==> src/rtl/register_readback_if.sv <==
// Host read port of register_readback: asynchronous read strobes in, registered byte stream out.
interface register_readback_if;
  logic       rd_enable;
  logic       rd_phase;
  logic [3:0] rd_address;
  logic [7:0] data_out;
  logic       data_valid;
  logic       rd_error;
  logic [3:0] err_count;
  logic       parity_out;

  modport master (output rd_enable, rd_phase, rd_address,
                  input  data_out, data_valid, rd_error, err_count, parity_out);
  modport slave  (input  rd_enable, rd_phase, rd_address,
                  output data_out, data_valid, rd_error, err_count, parity_out);
endinterface

==> src/rtl/register_readback.sv <==
// Two-byte register read-back engine driven by an asynchronous host enable/phase strobe pair.
// Define READBACK_PARITY_EN to add a registered even-parity bit alongside data_out.
module register_readback #(
  parameter int NUM_REGS = 2
) (
  input  logic                   clk,
  input  logic                   rst_n,
  input  logic [NUM_REGS*16-1:0] registers_flat,
  register_readback_if.slave     bus
);

  typedef enum logic [1:0] {IDLE, MSB, LSB, ERR} state_t;

  state_t      r_state;
  logic [1:0]  r_en_sync;
  logic [1:0]  r_ph_sync;
  logic        r_en_prev;
  logic        r_ph_prev;
  logic [15:0] r_snap;
  logic [7:0]  r_data_out;
  logic        r_data_valid;
  logic        r_rd_error;
  logic [3:0]  r_err_count;

  logic        w_en;
  logic        w_ph;
  logic        w_en_rise;
  logic        w_en_fall;
  logic        w_ph_rise;
  logic        w_ph_fall;
  logic        w_start_ok;
  logic [15:0] w_sel;
  logic [7:0]  w_data_next;
  logic [3:0]  w_err_next;

  // Two-flop synchronizers plus one-cycle-delayed copies for edge detection.
  always_ff @(posedge clk or negedge rst_n) begin
    if (!rst_n) begin
      r_en_sync <= '0;
      r_ph_sync <= '0;
      r_en_prev <= 1'b0;
      r_ph_prev <= 1'b0;
    end else begin
      // NOTE: non-blocking so each flop takes its neighbour's pre-edge value; blocking would collapse the chain.
      r_en_sync <= {r_en_sync[0], bus.rd_enable};
      r_ph_sync <= {r_ph_sync[0], bus.rd_phase};
      r_en_prev <= r_en_sync[1];
      r_ph_prev <= r_ph_sync[1];
    end
  end

  assign w_en      = r_en_sync[1];
  assign w_ph      = r_ph_sync[1];
  assign w_en_rise = w_en & ~r_en_prev;
  assign w_en_fall = ~w_en & r_en_prev;
  assign w_ph_rise = w_ph & ~r_ph_prev;
  assign w_ph_fall = ~w_ph & r_ph_prev;

  always_comb begin
    // NOTE: default first so an address matching no register cannot infer a latch.
    w_sel = '0;
    for (int i = 0; i < NUM_REGS; i++) begin
      if (int'(bus.rd_address) == i) w_sel = registers_flat[16*i +: 16];
    end
  end

  assign w_start_ok = w_ph && (int'(bus.rd_address) < NUM_REGS);
  assign w_err_next = (r_err_count == 4'hF) ? 4'hF : r_err_count + 4'd1;

  // Next byte on data_out; shared by the data register and the optional parity flop.
  always_comb begin
    w_data_next = r_data_out;
    case (r_state)
      IDLE:    if (w_en_rise && w_start_ok) w_data_next = w_sel[15:8];
      MSB:     if (w_en_fall) w_data_next = '0;
               else if (w_ph_fall) w_data_next = r_snap[7:0];
      LSB:     if (w_en_fall || w_ph_rise) w_data_next = '0;
      default: w_data_next = '0;
    endcase
  end

  always_ff @(posedge clk or negedge rst_n) begin
    if (!rst_n) begin
      // NOTE: the snapshot is reset too, so no stale or X byte can reach data_out after reset.
      r_state      <= IDLE;
      r_snap       <= '0;
      r_data_out   <= '0;
      r_data_valid <= 1'b0;
      r_rd_error   <= 1'b0;
      r_err_count  <= '0;
    end else begin
      r_data_out <= w_data_next;
      case (r_state)
        IDLE: if (w_en_rise) begin
          if (w_start_ok) begin
            r_snap       <= w_sel;
            r_data_valid <= 1'b1;
            r_state      <= MSB;
          end else begin
            r_rd_error  <= 1'b1;
            r_err_count <= w_err_next;
            r_state     <= ERR;
          end
        end
        MSB: if (w_en_fall) begin
          // Host dropped enable before the low byte: aborted read.
          r_data_valid <= 1'b0;
          r_err_count  <= w_err_next;
          r_state      <= IDLE;
        end else if (w_ph_fall) begin
          r_state <= LSB;
        end
        LSB: if (w_en_fall) begin
          r_data_valid <= 1'b0;
          r_state      <= IDLE;
        end else if (w_ph_rise) begin
          r_data_valid <= 1'b0;
          r_rd_error   <= 1'b1;
          r_err_count  <= w_err_next;
          r_state      <= ERR;
        end
        ERR: if (w_en_fall) begin
          r_rd_error <= 1'b0;
          r_state    <= IDLE;
        end
        default: r_state <= IDLE;
      endcase
    end
  end

  assign bus.data_out   = r_data_out;
  assign bus.data_valid = r_data_valid;
  assign bus.rd_error   = r_rd_error;
  assign bus.err_count  = r_err_count;

`ifdef READBACK_PARITY_EN
  logic r_parity;

  always_ff @(posedge clk or negedge rst_n) begin
    if (!rst_n) r_parity <= 1'b0;
    else        r_parity <= ^w_data_next;
  end

  assign bus.parity_out = r_parity;
`else
  assign bus.parity_out = 1'b0;
`endif

endmodule

==> src/flat_wrapper.sv <==
// flat-port wrapper written by rule: the top's interface ports become plain ports
module register_readback_flat 
#(
  parameter int NUM_REGS = 2
)
  (clk, rst_n, registers_flat, bus_rd_enable, bus_rd_phase, bus_rd_address, bus_data_out, bus_data_valid, bus_rd_error, bus_err_count, bus_parity_out);
  register_readback_if bus_i ();
  input  logic clk;
  input  logic rst_n;
  input  logic [NUM_REGS*16-1:0] registers_flat;
  input wire logic [$bits(bus_i.rd_enable)-1:0] bus_rd_enable;
  input wire logic [$bits(bus_i.rd_phase)-1:0] bus_rd_phase;
  input wire logic [$bits(bus_i.rd_address)-1:0] bus_rd_address;
  output wire logic [$bits(bus_i.data_out)-1:0] bus_data_out;
  output wire logic [$bits(bus_i.data_valid)-1:0] bus_data_valid;
  output wire logic [$bits(bus_i.rd_error)-1:0] bus_rd_error;
  output wire logic [$bits(bus_i.err_count)-1:0] bus_err_count;
  output wire logic [$bits(bus_i.parity_out)-1:0] bus_parity_out;
  assign bus_i.rd_enable = bus_rd_enable;
  assign bus_i.rd_phase = bus_rd_phase;
  assign bus_i.rd_address = bus_rd_address;
  assign bus_data_out = bus_i.data_out;
  assign bus_data_valid = bus_i.data_valid;
  assign bus_rd_error = bus_i.rd_error;
  assign bus_err_count = bus_i.err_count;
  assign bus_parity_out = bus_i.parity_out;
  register_readback #(.NUM_REGS(NUM_REGS)) u_core (.clk(clk), .rst_n(rst_n), .registers_flat(registers_flat), .bus(bus_i));
endmodule
==> config.mk <==
export PLATFORM = sky130hd
export DESIGN_NAME = register_readback_flat
export DESIGN_NICKNAME = d
export VERILOG_FILES = /design/src/rtl/register_readback_if.sv /design/src/rtl/register_readback.sv /design/src/flat_wrapper.sv
export SDC_FILE = /design/constraint.sdc
export NUM_CORES = 1
export LEC_CHECK = 0
export CORE_ASPECT_RATIO = 2
export CORE_MARGIN = 3
export CORE_UTILIZATION = 49
export CTS_CLUSTER_DIAMETER = 200
export DETAILED_ROUTE_END_ITERATION = 12
export PLACE_DENSITY_LB_ADDON = 0.1
export SLEW_MARGIN = 40
export SYNTH_ARGS = -nofsm -noshare
export SYNTH_HDL_FRONTEND = slang
export SYNTH_SLANG_ARGS = --single-unit
export TNS_END_PERCENT = 10
==> constraint.sdc <==
create_clock -name clk -period 3.2 [get_ports clk]
set_input_delay 0.64 -clock clk [delete_from_list [all_inputs] [get_ports clk]]
set_output_delay 0.64 -clock clk [all_outputs]
set_load 0.02 [all_outputs]
==> results.json <==
{
  "yosysUniqueCellTypes": 39,
  "cts_buffers": 5,
  "dpl_cell_area_um2": 2150,
  "die_x_um": 46.8,
  "grt_pass1_wl_um": 5880,
  "critical_path_class": "primary input to register",
  "wl_per_cell_um": 16.2,
  "final_core_util_pct": 69.9,
  "drt-initial-drc-count": 30,
  "min_period_over_period_pct": 71.9,
  "synthCells": 153,
  "layout_setup_ws_ns": 0.900,
  "crit_buf_inv": 1,
  "antenna_found_initial": 0,
  "cp_top_family": "simple AND/OR/NAND/NOR gates",
  "crit_fanout": 16,
  "tritoncts": "yes",
  "syn_area_per_cell_um2": 10.7,
  "layout-drive-gt1-share_pct": 11.2,
  "ys_ff_latch": 30,
  "place_ws_ns": 0.486,
  "slew_viol_final": 0,
  "ioPinCount": 55,
  "tightestPinTransition_ns": 0.588,
  "yosysWarningCount": 0,
  "synth_nets": 200,
  "post_cts_buffers": 0,
  "setup_viol": 0,
  "critPathLaunchType": "primary input",
  "clk_pin_slew_ns": 0.06,
  "switching_share_pct": 37.8,
  "crit_arrival_ns": 2.43,
  "fillers": 246,
  "hold_buffers": 0,
  "cts_resized": 0,
  "p_int_uw": 918,
  "required_ns": 3.33,
  "maxCapViolCount": 0,
  "status": "complete, no violations",
  "clock_power_share_pct": 19.7,
  "hold_class": "register to register",
  "cts_root_buf": "clkbuf_8",
  "path_cells": "clkdlybuf4s50_1 -> or4b_1 -> a32oi_1 -> o21ai_2 -> nand2_1 -> o21ai_0",
  "grt_max_degree": 31,
  "hold_viol_final": 0,
  "fmax_mhz": 435,
  "stdcell_area_um2": 2230,
  "port_buffers": 53,
  "fp-row-count": 29,
  "drc": 0,
  "power.density_nw_per_um2": 661,
  "netlist_area_um2": 1630,
  "grt_usage_pct": 20.6,
  "p_switching_uw": 558,
  "combPwrFrac_pct": 45.3,
  "nets": 254,
  "initial_core_util_pct": 51.1,
  "cts-htree-levels": 2,
  "clk_latency_ns": 0.28,
  "ir_drop_v": 0.000508,
  "rsz0062_at_grt": "no",
  "crit_slowest_cell": "or4b_1",
  "die_h_um": 87.6,
  "p_leak_nw": 0.945,
  "ys_seq_area_share_pct": 46.0,
  "cts_max_path_buffers": 2,
  "relSlewSlack_pct": 60.8,
  "antennaDiodeCount": 0,
  "drtPass1Iterations": 4,
  "setup_tns_ns": 0,
  "vias_per_cell": 5.72,
  "overflow": 0,
  "ant_nets": 0,
  "gp_congestion": 0.858,
  "die_area_um2": 4100,
  "crit_path_end_kind": "register",
  "area_delta_synth_final_pct": 36.8,
  "vias": 1356,
  "fin_crit_ns": 2.30,
  "p_seq_share_pct": 35.0,
  "cts.sinks": 30,
  "grt_pass1_vias": 1362,
  "coreArea_um2": 3190,
  "skew_ns": 0.00393,
  "hpwlAfterDp_um": 3100,
  "finalWirelength_um": 3840,
  "critPathMaxStageDelay_ns": 0.57
}
==> flip-flops by register name (all words and copies together), names as in the netlist <==
register and flops:
u_core.bus.data_out 8, u_core.bus.data_valid 1, u_core.bus.err_count 4, u_core.bus.rd_error 1, u_core.r_en_prev 1, u_core.r_en_sync 2
u_core.r_ph_prev 1, u_core.r_ph_sync 2, u_core.r_snap 8, u_core.r_state 2
==> power by group through the flow <==
stage                     sequential [mW]  combinational [mW]  clock, mW
after global routing                0.530               0.726      0.317
after CTS                           0.517               0.661      0.300
after global placement              0.519               0.639          0
after floorplan                     0.571               0.388          0
after detailed placement            0.524               0.661          0
final                               0.517               0.668      0.291
==> cells in the final DEF, fill, tap and decap left out, drive strengths merged, types with 2 or more instances in the layout <==
master,synthesis,layout
a21oi,5,5
buf,7,3
o31ai,8,8
o2111ai,2,2
mux2i,10,10
nand2,20,20
nand2b,3,3
clkdlybuf4s50,0,53
nor2,4,4
inv,6,6
a211oi,2,2
a31oi,2,2
clkbuf,2,6
a22oi,9,9
mux2,9,9
dfrtp,30,30
o21ai,12,12
ha,7,7
==> logic make-up (layout without fill, tap and decap cells) <==
kind of cell | Yosys count | after routing | synth area share [%]
AND/OR/NAND/NOR | 37 | 37 | 12.1
AO/OA/AOI/OAI | 44 | 44 | 17.9
buffers and inverters | 15 | 68 | 6.13
adder cells (fa/ha/maj) | 7 | 7 | 5.36
other | 1 | 1 | 0.230
multiplexers | 19 | 19 | 12.3
flip-flops | 30 | 30 | 46.0
==> area by class of cell <==
| class | instances | area (um2) | share of cell area [%] |
|---|---|---|---|
| clock buffers | 6 | 82.6 | 3.70 |
| multi-input cells | 108 | 786 | 35.2 |
| inverters | 6 | 22.5 | 1.01 |
| repair buffers | 56 | 553 | 24.8 |
| well taps | 31 | 38.8 | 1.74 |
| flip-flops and latches | 30 | 751 | 33.6 |
==> synth_stat cells, drive strengths merged <==
cell type | count | share of area (%)
dfrtp | 30 | 46
nand2 | 20 | 4.8
o21ai | 12 | 3.7
mux2i | 10 | 6.1
a22oi | 9 | 4.1
mux2 | 9 | 6.2
o31ai | 8 | 3.7
buf | 7 | 4.2
ha | 7 | 5.4
inv | 6 | 1.4
a21oi | 5 | 1.5
nor2 | 4 | 0.92
nand2b | 3 | 1.1
a211oi | 2 | 0.92
a31oi | 2 | 0.77
clkbuf | 2 | 0.54
o2111ai | 2 | 1.1
a32oi | 1 | 0.54
and2 | 1 | 0.38
conb | 1 | 0.23
nand3 | 1 | 0.31
nand3b | 1 | 0.46
nor2b | 1 | 0.38
nor3 | 1 | 0.31
nor4b | 1 | 1.5
o211a | 1 | 0.61
o22a | 1 | 0.54
o22ai | 1 | 0.38
or2 | 1 | 0.38
or2b | 1 | 0.54
or3 | 1 | 0.46
or4b | 1 | 0.61
==> per-stage QoR <==
| stage | power, mW | cells | hold WS, ns |
|---|---|---|---|
| detailed placement | 1.19 | 231 | 0.339 |
| finish | 1.48 | 237 | 0.349 |
| global route | 1.57 | 237 | 0.352 |
| floorplan | 0.958 | 153 | 0.331 |
| global placement | 1.16 | 231 | 0.333 |
| CTS | 1.48 | 237 | 0.351 |
==> path summary, 6_finish.rpt <==
kind | from | end | slack [ns] | cells past startpoint
worst min register to register | u_core.r_en_sync[0] | u_core.r_en_sync[1] | 0.35 | 0
worst min-delay path | u_core.r_en_sync[0] | u_core.r_en_sync[1] | 0.35 | 0
worst max-delay path | bus_rd_address[3] | u_core.bus.data_out[3] | 0.90 | 6
max in group asynchronous | rst_n | u_core.r_ph_prev | 2.18 | 2
min in group asynchronous | rst_n | u_core.r_snap[6] | 0.75 | 2
worst max register to register | u_core.r_state[0] | u_core.r_snap[2] | 0.96 | 7
==> worst register-to-register path, delay by kind of cell, from the launching register on <==
family	cells	cell delay [ns]
AO/OA/AOI/OAI	1	0.33
AND/OR/NAND/NOR	3	0.72
buffers and inverters	2	0.32
adder cells (fa/ha/maj)	1	0.33
flip-flops	1	0.43
==> per-layer routing <==
layer	GRT usage (%)	wire length, um	part of all wire, %
met5	0	0	0
met4	12.8	140	3.6
met3	4.53	236	6.1
met2	38.4	2200	57
met1	17.8	1260	33
(Power assumes the default switching activity.)
